## src/rtl/uart_bytes_tx.sv

```systemverilog
// Multi-byte 8N1 UART transmitter: one BYTES*8-bit word per handshake, sent
// most-significant byte first, each byte LSB first, with no gap between bytes.
module uart_bytes_tx #(
    parameter int BYTES   = 5,
    parameter int BPS     = 230400,
    parameter int CLK_FRE = 50_000_000
) (
    input  logic               sys_clk,
    input  logic               sys_rst_n,
    input  logic [BYTES*8-1:0] uart_bytes_data,
    input  logic               uart_bytes_vld,
    output logic               uart_bytes_busy,
    output logic               uart_bytes_done,
    output logic               uart_txd
);
    localparam int W       = BYTES * 8;
    localparam int BPS_CNT = CLK_FRE / BPS;
    localparam int BAUD_W  = $clog2(BPS_CNT);
    localparam int BYTE_W  = $clog2(BYTES) + 1;
    localparam logic [BAUD_W-1:0] BAUD_LAST = BAUD_W'(BPS_CNT - 1);
    localparam logic [BYTE_W-1:0] BYTE_LAST = BYTE_W'(BYTES - 1);

    if (BPS_CNT < 4) begin : g_bps_check
        $error("uart_bytes_tx: CLK_FRE/BPS must be at least 4");
    end

    typedef enum logic [1:0] {
        S_IDLE,
        S_START,
        S_DATA,
        S_STOP
    } state_t;

    state_t              state_q, state_d;
    logic [BAUD_W-1:0]   baud_cnt_q, baud_cnt_d;
    logic [2:0]          bit_cnt_q, bit_cnt_d;
    logic [BYTE_W-1:0]   byte_cnt_q, byte_cnt_d;
    logic [W-1:0]        shift_q, shift_d;
    logic                txd_q, txd_d;
    logic                done_q, done_d;

    logic                baud_wrap;
    logic [2:0]          bit_nxt;
    logic [7:0]          cur_byte;

    // The byte on the line is always the top byte; the register shifts up by a byte per frame.
    assign cur_byte  = shift_q[W-1 -: 8];
    assign baud_wrap = (baud_cnt_q == BAUD_LAST);
    assign bit_nxt   = bit_cnt_q + 3'd1;

    always_ff @(posedge sys_clk or negedge sys_rst_n) begin
        if (!sys_rst_n) begin
            state_q    <= S_IDLE;
            baud_cnt_q <= '0;
            bit_cnt_q  <= '0;
            byte_cnt_q <= '0;
            shift_q    <= '0;
            txd_q      <= 1'b1;
            done_q     <= 1'b0;
        end else begin
            state_q    <= state_d;
            baud_cnt_q <= baud_cnt_d;
            bit_cnt_q  <= bit_cnt_d;
            byte_cnt_q <= byte_cnt_d;
            shift_q    <= shift_d;
            txd_q      <= txd_d;
            done_q     <= done_d;
        end
    end

    always_comb begin
        state_d    = state_q;
        baud_cnt_d = baud_cnt_q;
        bit_cnt_d  = bit_cnt_q;
        byte_cnt_d = byte_cnt_q;
        shift_d    = shift_q;
        txd_d      = txd_q;
        done_d     = 1'b0;

        if (state_q != S_IDLE) begin
            baud_cnt_d = baud_wrap ? '0 : baud_cnt_q + BAUD_W'(1);
        end

        // txd_d always carries the level of the bit that starts next cycle.
        case (state_q)
            S_IDLE: begin
                baud_cnt_d = '0;
                bit_cnt_d  = '0;
                byte_cnt_d = '0;
                txd_d      = 1'b1;
                if (uart_bytes_vld) begin
                    shift_d = uart_bytes_data;
                    state_d = S_START;
                    txd_d   = 1'b0;
                end
            end
            S_START: begin
                if (baud_wrap) begin
                    state_d   = S_DATA;
                    bit_cnt_d = '0;
                    txd_d     = cur_byte[0];
                end
            end
            S_DATA: begin
                if (baud_wrap) begin
                    if (bit_cnt_q == 3'd7) begin
                        state_d = S_STOP;
                        txd_d   = 1'b1;
                    end else begin
                        bit_cnt_d = bit_nxt;
                        txd_d     = cur_byte[bit_nxt];
                    end
                end
            end
            S_STOP: begin
                if (baud_wrap) begin
                    if (byte_cnt_q == BYTE_LAST) begin
                        state_d = S_IDLE;
                        done_d  = 1'b1;
                        txd_d   = 1'b1;
                    end else begin
                        byte_cnt_d = byte_cnt_q + BYTE_W'(1);
                        shift_d    = shift_q << 8;
                        state_d    = S_START;
                        txd_d      = 1'b0;
                    end
                end
            end
            default: state_d = S_IDLE;
        endcase
    end

    assign uart_bytes_busy = (state_q != S_IDLE);
    assign uart_bytes_done = done_q;
    assign uart_txd        = txd_q;
endmodule

```

## config.mk

```make
export PLATFORM = sky130hd
export DESIGN_NAME = uart_bytes_tx
export DESIGN_NICKNAME = d
export VERILOG_FILES = /design/src/rtl/uart_bytes_tx.sv
export SDC_FILE = /design/constraint.sdc
export NUM_CORES = 1
export LEC_CHECK = 0
export ABC_AREA = 1
export CORE_ASPECT_RATIO = 0.8
export CORE_MARGIN = 2
export CORE_UTILIZATION = 54
export CTS_BUF_LIST = sky130_fd_sc_hd__clkbuf_16
export DETAILED_ROUTE_END_ITERATION = 16
export MAX_ROUTING_LAYER = met4
export PLACE_DENSITY = 0.82
export SLEW_MARGIN = 25
export SYNTH_ARGS = -nofsm -noshare
export SYNTH_HDL_FRONTEND = slang
export SYNTH_SLANG_ARGS = --single-unit
```

## constraint.sdc

```tcl
create_clock -name sys_clk -period 2.4 [get_ports sys_clk]
set_clock_uncertainty 0.1 [all_clocks]
set_input_delay 0.48 -clock sys_clk [delete_from_list [all_inputs] [get_ports sys_clk]]
set_output_delay 0.48 -clock sys_clk [all_outputs]
set_load 0.1 [all_outputs]
```

# Yosys cells after proc, flatten, opt, wreduce, memory -nomap -nowiden
# Index checks and enable logic that the tools add are counted.
# totals
word_cells	66
output_inout_bits	3
input_bits	43
ff_bits	59
# op_classes
order_cmp	1
mux	32
n_eq_ne	13
addsub	3
n_reduce_logical	10
# op_table
op	count
40-bit 2-to-1 mux	3
40-bit one-hot mux with 2 select lines	1
8-bit 2-to-1 mux	3
2-bit inequality test, second input constant	7
1-bit 2-to-1 mux	10
2-bit 2-to-1 mux	5
3-bit 2-to-1 mux	3
3-bit one-hot mux with 3 select lines	1
8-bit by 1-bit adder with 8-bit output, second input constant	1
8-bit equality test, second input constant	1
4-bit 2-to-1 mux	2
2-bit one-hot mux with 4 select lines	1
4-bit one-hot mux with 2 select lines	1
4-bit AND reduction	2
3-bit AND reduction	2
2-bit nonzero test	3
5-bit AND reduction	1
4-bit by 1-bit adder with 4-bit output, second input constant	1
2-bit equality test, second input constant	2
4-bit by 3-bit equality test with 1-bit output, second input constant	1
3-bit by 4-bit less-than comparator with 1-bit output, second input constant	1
1-bit one-hot mux with 4 select lines	1
3-bit by 1-bit adder with 3-bit output, second input constant	1
1-bit binary-select mux with 3-bit select	1
4 further kinds	4

# Depth between registers and ports, before layout
# Gate-level depths: netlist of the first run.
# logic_depth
depth_word	6
mapped_depth	10
mapped_depth_nobuf	9

# Worst setup path before layout of the first run
# OpenSTA, ideal clock, no wires.
# synth_path
kind	reg2reg
startpoint	register state_q[0]
endpoint	register shift_q[10]
path_buffers	1
stages_incl_launch_ff	11
required_ps	2178
arrival_time_ps	1776
setup_ps	122
period_less_slack_ps	1998
setup_slack_ps	402
cell_sequence	dfrtp_1 -> inv_1 -> ha_1 -> inv_2 -> nor2_2 -> inv_1 -> nand2_1 -> nand3_4 -> buf_6 -> nand2_1 -> o21ai_2
# synth_via
elab_chain_cells	3
elab_cells_between_ends	8
# synth_rtl
item	line	source
start, declared	34	state_t state_q, state_d;
start signal, assigned	61	state_q <= state_d;
2-bit equality test / 2-bit logical NOT (equally long branches)	85	case (state_q)
2-bit inequality test (no line) / 2-bit nonzero test (equally long branches)	-	
4-bit AND reduction (no line)	-	
end signal, assigned	65	shift_q <= shift_d;
end, declared	38	logic [W-1:0] shift_q, shift_d;
# Several ways; a longest one is shown, not always the timed one.
# A chain may end at the register's enable or synchronous reset.

# Worst setup path in the final report of the first run
# layout_path
startpoint	register state_q[0]
endpoint	register shift_q[20]
# Same word-level chain as after synthesis.

==> results of run 1 <==
## worst min-delay path by stage
stage | from | depth (start not counted) | slack, ns | to
after floorplan | sys_rst_n | 0 | 0.08 | baud_cnt_q[0]$_DFF_PN0_
after global placement | sys_rst_n | 1 | 0.27 | shift_q[37]$_DFFE_PN0P_
after detailed placement | sys_rst_n | 1 | 0.27 | shift_q[34]$_DFFE_PN0P_
after CTS | shift_q[5]$_DFFE_PN0P_ | 2 | 0.37 | shift_q[5]$_DFFE_PN0P_
after global routing | shift_q[36]$_DFFE_PN0P_ | 2 | 0.40 | shift_q[36]$_DFFE_PN0P_
final | shift_q[0]$_DFFE_PN0P_ | 2 | 0.37 | shift_q[0]$_DFFE_PN0P_
## worst min-delay path: cells and delay by family, from the launching register on
| family | cells | cell delay (ns) |
|---|---|---|
| flip-flops | 1 | 0.34 |
| AND/OR/NAND/NOR | 2 | 0.10 |
## cells by family after synthesis
logic type      after synthesis  synth area share [%]
compound gates               51                  12.2
mux                          32                  10.2
fa+ha+maj                    11                  4.39
simple gates                131                  18.9
xor+xnor                      3                 0.839
buf+inv                      36                  6.27
flops                        59                  47.2
## final cells by class
| cell class | count | area share [%] |
|---|---|---|
| timing repair buffer | 52 | 13.3 |
| clock inverter | 7 | 2.67 |
| multi-input combinational | 228 | 36.7 |
| clock buffer | 9 | 5.65 |
| tap | 78 | 2.45 |
| sequential | 59 | 37.1 |
| inverter | 23 | 2.17 |
## cells in the final DEF (no fill, tap or decap), types with 2 or more instances in the layout
cell type and n:
a21oi_1 7, and3_1 3, buf_12 3, buf_4 6, bufinv_16 3, clkbuf_16 9
clkdlybuf4s50_1 41, clkinv_1 3, dfrtp_1 58, ha_1 10, inv_1 22, mux2i_1 32
nand2_1 79, nand2_2 2, nand3_1 16, nand3b_1 3, nor2_1 14, nor3_1 5
nor3b_1 2, o21ai_0 10, o21ai_2 32, or2_2 2, xor2_1 3
## Yosys cell counts, drive strengths merged, types with 2 or more instances
cell type | instances | area share (%)
ha | 11 | 4.4
a21oi | 7 | 1.1
xor2 | 3 | 0.84
nor3 | 6 | 1.3
and3 | 3 | 0.60
mux2i | 32 | 10
nand3b | 3 | 0.72
or2 | 2 | 0.40
dfrtp | 58 | 46
inv | 23 | 2.8
nor2 | 15 | 1.9
o21ai | 42 | 11
nor3b | 2 | 0.48
nand2 | 82 | 10
buf | 12 | 3.4
nand3 | 17 | 3.1
## state kept, by name, summed over array words and instances, names as in the netlist
signal / cells
baud_cnt_q: 8
uart_bytes_done: 1
shift_q: 40
bit_cnt_q: 3
byte_cnt_q: 4
uart_txd: 1
state_q: 2
## through the flow
step	setup WS (ns)	area [sq um]	instances	utilization, %
final	0.380	3990	456	72.1
after global routing	0.254	3990	456	72.1
after CTS	0.387	3990	456	72.1
after detailed placement	0.330	3640	439	65.9
after global placement	0.374	3640	439	65.9
after floorplan	0.402	3130	323	-
## timing repair
action	4_1_cts	5_1_grt
hold buffers	1	0
hold endpoints to repair	9	0
resized for setup	0	0
## routing by layer
| layer | vias to the layer above | GRT usage [%] | share of wire [%] |
|---|---|---|---|
| li1 | 1175 | - | - |
| met1 | 1110 | 29.7 | 47 |
| met2 | 60 | 33.7 | 47 |
| met3 | 9 | 6.14 | 5.0 |
| met4 | 0 | 8.96 | 1.4 |
| met5 | - | - | 0 |
## report_power, final
group	internal (uW)	total (uW)	switching (uW)	leakage, uW
clock	999	1420	425	0.000162
sequential	996	996	0	0.000802
combinational	72.7	120	47.7	0.000848
==> run metrics, run 1 <==
average routed wire per standard cell=13.4 um; Crit path largest cell delay=0.42 ns; CP Class=flip-flop to flip-flop; TritonCTS clock tree=built; row count=24; fin crit share=84.2%; status=completed; clock-pin slew on the worst setup and hold paths=0.05 ns; WP data required=2.55 ns; P per Cell Area=638 nW/um^2; Die X=89.2 um; Longest Clk Path Bufs=2; Yosys Warn Count=0; Hold/Removal Path Class=flip-flop to flip-flop; unrepaired setup endpoints after global routing=no; Max IR drop VDD=0.418 mV; Buf/Inv on CP=3; WP data arrival=2.17 ns; leak pwr=0.00181 uW; # IOs=46; part of the Yosys area used for sequential elements=47.2%; final slew viol count=0; Cell variety after synth=30; headroom to the max-slew limit=76.3%; Port Buf Inserts=45; syn_nets=377; Layout Nets=427; Antenna Nets Post-Route=0; Final HPWL DP=4.18 mm; Reg area=1480 sq um; Final Power=2540 uW; fmax=495 MHz; drt total wl=6.12 mm; CP endpoint kind=flip-flop; Synth Register Bits=59; die height=72.1 um; multi-input logic area=1460 sq um; synthesized instance count=323; Post-Syn Area per Cell=9.70 sq um; # Post-CTS Setup Buffers=0; mean number of vias per cell=5.16; slowest CP cell=dfrtp_1; Initial Util=56.7%; worst path cell trace=inv_1, ha_1, inv_2, or2_2, nand3_4, buf_12, nand2_1, o21ai_2; mapped cell area=3130 sq um; CP max FO=72; CTS buffer count=9; total negative slack=0 ns; Via Count=2354; Final Hold Viols=0; async set or reset register ratio after synthesis=100%; pin count of the biggest net entering global routing=73; Critical Path Sink=shift_q[20]$_DFFE_PN0P_; EDFF count, synth=0; total of max-cap violations=0; P&R area growth vs syn=27.2%; crit start category=flip-flop; worst r2r path cells=8; Clock Latency Late Sink=0.32 ns; CP top delay family=buffers and inverters; initial antenna violation count=0; crit path from=state_q[0]$_DFFE_PN0P_; Setup Viol. Count Final=0; H-tree Lvls=3; total gr overflow=0; Filler cells=441; worst slew pin tran=0.352 ns; gpl congestion=0.843; first-pass GRT wire length=10.7 mm; drt pass-1 iters=4; clock root cell=clkbuf_16; fin crit period=2.02 ns; Clock Sinks=59; vias in the first global route=2317; RR Startpoint=state_q[0]$_DFFE_PN0P_; die area=6430 sq um; R2R setup slack=0.38 ns; GRT Overall Usage=22.7%; Primary FF master, synth=dfrtp_1; hold_ws=0.370 ns; DRT iter0 DRCs=151; antenna diode count=0; R2R Path End=shift_q[20]$_DFFE_PN0P_; DRC viols=0; layout cells sized above 1=17.7%; core area=5530 sq um; WP depth=8
No activity file was read; power rests on OpenSTA's default activity.
==> run 2: changes to the inputs <==
==> constraint.sdc (replaced) <==
create_clock -name sys_clk -period 1.9 [get_ports sys_clk]
set_clock_uncertainty 0.1 [all_clocks]
set_input_delay 0.38 -clock sys_clk [delete_from_list [all_inputs] [get_ports sys_clk]]
set_output_delay 0.38 -clock sys_clk [all_outputs]
set_load 0.1 [all_outputs]
==> run metrics, run 2 (synthesized netlist as in run 1, its figures left out) <==
initial antenna violation count=0; CTS buffer count=9; fin crit period=1.83 ns; Hold/Removal Path Class=flip-flop to flip-flop; DRC viols=0; fin crit share=96.5%; max reg flops=40; clock-pin slew on the worst setup and hold paths=0.05 ns; total of max-cap violations=0; Via Count=2345; Filler cells=393; worst r2r path cells=8; Antenna Nets Post-Route=0; Longest Clk Path Bufs=2; commonest non-fill, non-tap cells in the layout=nand2_1, dfrtp_1, clkdlybuf4s50_1, mux2i_1, o21ai_2; DRT iter0 DRCs=130; drt pass-1 iters=4; GRT Overall Usage=22.6%; final core occ=73.3%; Reg area=1480 sq um; Place WS=0.0256 ns; worst hold start=shift_q[1]$_DFFE_PN0P_; average routed wire per standard cell=14.2 um; worst slew pin tran=0.366 ns; gpl congestion=0.870; pin count of the biggest net entering global routing=60; layout cells sized above 1=18.5%; status=completed; clock root cell=clkbuf_16; headroom to the max-slew limit=75.4%; hold_ws=0.367 ns; CP Class=flip-flop to flip-flop; Clock Sinks=59; Final Hold Viols=0; most common library cell in the layout ignoring fill and taps=nand2_1; TritonCTS clock tree=built; first-pass GRT wire length=10.4 mm; Final HPWL DP=4.34 mm; Hold Path Stages=2; Largest Register=shift_q; Initial Util=56.7%; H-tree Lvls=3; Die X=89.2 um; WP data arrival=1.99 ns; R2R Path End=shift_q[39]$_DFFE_PN0P_; Port Buf Inserts=45; P&R area growth vs syn=29.4%; mean number of vias per cell=5.09; Worst Hold End=shift_q[1]$_DFFE_PN0P_; die area=6430 sq um; Layout Nets=432; core area=5530 sq um; CP endpoint kind=flip-flop; CP max FO=16; Max IR drop VDD=0.545 mV; final slew viol count=0; Clock Latency Late Sink=0.33 ns; # IOs=46; crit start category=flip-flop; fmax=546 MHz; row count=24; drt total wl=6.54 mm; fin area=4050 sq um; vias in the first global route=2266; WP data required=2.06 ns; P per Cell Area=687 nW/um^2; leak pwr=0.00184 uW; RR Startpoint=state_q[1]$_DFFE_PN0P_; total gr overflow=0; die height=72.1 um; fin worst setup slack=0.0673 ns; antenna diode count=0; biggest regs=shift_q (40), baud_cnt_q (8), byte_cnt_q (4); total negative slack=0 ns; Setup Viol. Count Final=0; R2R setup slack=0.07 ns; area post-placement=3720 sq um; multi-input logic area=1480 sq um
run 2: cell count changes in the layout (fill, tap and decap cells not counted), moves of 2 or more:
cell	change
buf_12	+4
buf_4	-2
bufinv_16	-3
clkbuf_16	+2
run 2: worst max path at each step:
stage,startpoint,end,slack [ns]
CTS,state_q[0]$_DFFE_PN0P_,shift_q[18]$_DFFE_PN0P_,0.009
floorplan,state_q[0]$_DFFE_PN0P_,shift_q[10]$_DFFE_PN0P_,0.05
global route,state_q[1]$_DFFE_PN0P_,shift_q[39]$_DFFE_PN0P_,-0.01
global placement,uart_bytes_vld,shift_q[18]$_DFFE_PN0P_,0.09
finish,state_q[1]$_DFFE_PN0P_,shift_q[39]$_DFFE_PN0P_,0.07
detailed placement,state_q[0]$_DFFE_PN0P_,shift_q[18]$_DFFE_PN0P_,0.03
run 2: critical path, cell delays in order, from the launching register on:
cell	delay, ns
dfrtp_1	0.41
inv_1	0.19
ha_4	0.19
inv_4	0.05
or2_2	0.30
nand3_4	0.18
clkbuf_16	0.23
nand2_1	0.07
o21ai_2	0.05
run 2: power breakdown:
part,internal [uW],leakage (uW),switching (uW)
Clock,848,0.000132,523
Combinational,92.0,0.000911,61.5
Sequential,1260,0.000802,0
Total,2200,0.00184,584
run 2: layer usage:
metal | share of wire [%] | vias up | global-route usage [%]
li1 | - | 1188 | -
met5 | 0 | - | -
met1 | 46 | 1093 | 28.5
met2 | 47 | 54 | 33.3
met4 | 1.3 | 0 | 7.46
met3 | 5.5 | 10 | 8.99
run 2: timing repair:
item	CTS	global route
endpoints found under the setup margin	0	43
endpoints found under the hold margin	58	0
setup buffers	0	1
resized for setup	0	4
hold buffers	1	0
run 2: final cells by class:
class | count | area share (%)
Multi-Input combinational cell | 228 | 36.5
Sequential cell | 59 | 36.5
Timing Repair Buffer | 57 | 16.2
Clock buffer | 9 | 5.56
Tap cell | 78 | 2.41
Inverter | 23 | 2.19
Clock inverter | 7 | 0.679
run 2: through the flow:
step / power [uW] / std cells
2_1_floorplan: 1310 / 323
3_3_place_gp: 1430 / 441
3_5_place_dp: 1430 / 441
4_1_cts: 2810 / 458
5_1_grt: 2890 / 461
6_report: 2780 / 461
==> run 3: changes to the inputs <==
==> constraint.sdc (replaced) <==
create_clock -name sys_clk -period 1.75 [get_ports sys_clk]
set_clock_uncertainty 0.1 [all_clocks]
set_input_delay 0.35 -clock sys_clk [delete_from_list [all_inputs] [get_ports sys_clk]]
set_output_delay 0.35 -clock sys_clk [all_outputs]
set_load 0.1 [all_outputs]
==> run metrics, run 3 (synthesized netlist as in run 1, its figures left out) <==
status=finished, violations left; failing checks=setup timing; DRT iter0 DRCs=159; Clock Sinks=59; crit start category=flip-flop; CTS buffer count=9; Final HPWL DP=4.46 mm; worst slew pin tran=0.428 ns; H-tree Lvls=3; Filler cells=362; unrepaired setup endpoints after global routing=yes; Final Hold Viols=0; vias in the first global route=2543; leak pwr=0.00195 uW; Longest Clk Path Bufs=2; gpl congestion=0.841; mean number of vias per cell=5.24; final slew viol count=0; fin crit share=102%; row count=24; fin crit period=1.79 ns; first-pass GRT wire length=12.2 mm; WP data arrival=1.94 ns; Port Buf Inserts=45; clock root cell=clkbuf_16; layout cells sized above 1=31.9%; antenna diode count=0; TritonCTS clock tree=built; fmax=559 MHz; total gr overflow=0; total of max-cap violations=0; WP data required=1.90 ns; Hold/Removal Path Class=flip-flop to flip-flop; max reg flops=40; clock-pin slew on the worst setup and hold paths=0.05 ns; GRT Overall Usage=26.1%; biggest regs=shift_q (40), baud_cnt_q (8), byte_cnt_q (4); Setup Viol. Count Final=5; CP max FO=7; Die X=89.2 um; drt pass-1 iters=4; fin worst setup slack=-0.0375 ns; core area=5530 sq um; # IOs=46; average routed wire per standard cell=16.1 um; pin count of the biggest net entering global routing=46; die height=72.1 um; initial antenna violation count=0; headroom to the max-slew limit=71.3%; Antenna Nets Post-Route=0; P per Cell Area=699 nW/um^2; Reg area=1480 sq um; Via Count=2532; Layout Nets=455; die area=6430 sq um; Clock Latency Late Sink=0.33 ns; commonest non-fill, non-tap cells in the layout=nand2_1, dfrtp_1, clkdlybuf4s50_1, mux2i_1, o21ai_2; R2R setup slack=-0.04 ns; Largest Register=shift_q; Initial Util=56.7%; Max IR drop VDD=0.597 mV; DRC viols=0; CP endpoint kind=flip-flop; multi-input logic area=1600 sq um; drt total wl=7.80 mm; P&R area growth vs syn=38.7%; Final Power=3040 uW; CP Class=flip-flop to flip-flop; final core occ=78.7%
==> run 3: changes by cell type in the layout (fill, tap and decap cells not counted), sizes merged <==
cell    before  now
clkbuf      11   10
buf         13   37
clkinv       5    4
==> run 3: timing repair <==
action	in CTS	in global routing
gates resized for setup	10	40
endpoints found under the setup margin	37	40
pin swaps	1	10
endpoints found under the hold margin	13	0
cloned	2	1
hold buffers	1	0
buffers inserted	7	14
==> run 3: per-stage QoR <==
step	cell area [sq um]	instances	TNS [ns]	setup WS [ns]	hold slack (ns)
floorplan	3160	323	0	0.00585	-0.0456
global placement	3770	446	-0.435	-0.0263	0.181
detailed placement	3770	446	-1.17	-0.0622	0.201
CTS	4170	471	-0.0223	-0.00642	0.371
global route	4350	483	-1.08	-0.0966	0.390
finish	4350	483	-0.0552	-0.0375	0.369
==> run 3: critical path: stages (launching register included) <==
cell       delay, ns
dfrtp_1         0.41
nand2_2         0.10
nor3_4          0.30
nand2_8         0.10
nand2_4         0.10
nand3_4         0.13
buf_6           0.17
clkbuf_16       0.16
o21ai_2         0.14
==> run 3: layout make-up <==
type | instances | share of cell area (%)
Tap cell | 78 | 2.25
Multi-Input combinational cell | 228 | 36.8
Sequential cell | 59 | 34.1
Clock inverter | 6 | 0.604
Clock buffer | 9 | 5.18
Inverter | 23 | 2.22
Timing Repair Buffer | 80 | 18.9
==> run 3: final timing paths <==
check,startpoint,cells after the start,endpoint
max,baud_cnt_q[3]$_DFF_PN0_,8,shift_q[10]$_DFFE_PN0P_
min,shift_q[6]$_DFFE_PN0P_,2,shift_q[6]$_DFFE_PN0P_
max reg2reg,baud_cnt_q[3]$_DFF_PN0_,8,shift_q[10]$_DFFE_PN0P_
min reg2reg,shift_q[6]$_DFFE_PN0P_,2,shift_q[6]$_DFFE_PN0P_
max in group asynchronous,sys_rst_n,3,baud_cnt_q[5]$_DFF_PN0_
min in group asynchronous,sys_rst_n,2,baud_cnt_q[4]$_DFF_PN0_
==> run 3: metal layers <==
layer	vias to the layer above	global-route usage, %	part of all wire, %
li1	1227	-	-
met1	1219	32.7	41
met2	70	41.6	52
met3	16	7.85	4.7
met4	0	6.80	2.1
met5	-	-	0
==> run 3: power by group <==
group	switching, uW	internal, uW	total (uW)
registers	0	1370	1370
logic	68.6	99.8	168
clock network	579	922	1500
total	648	2390	3040
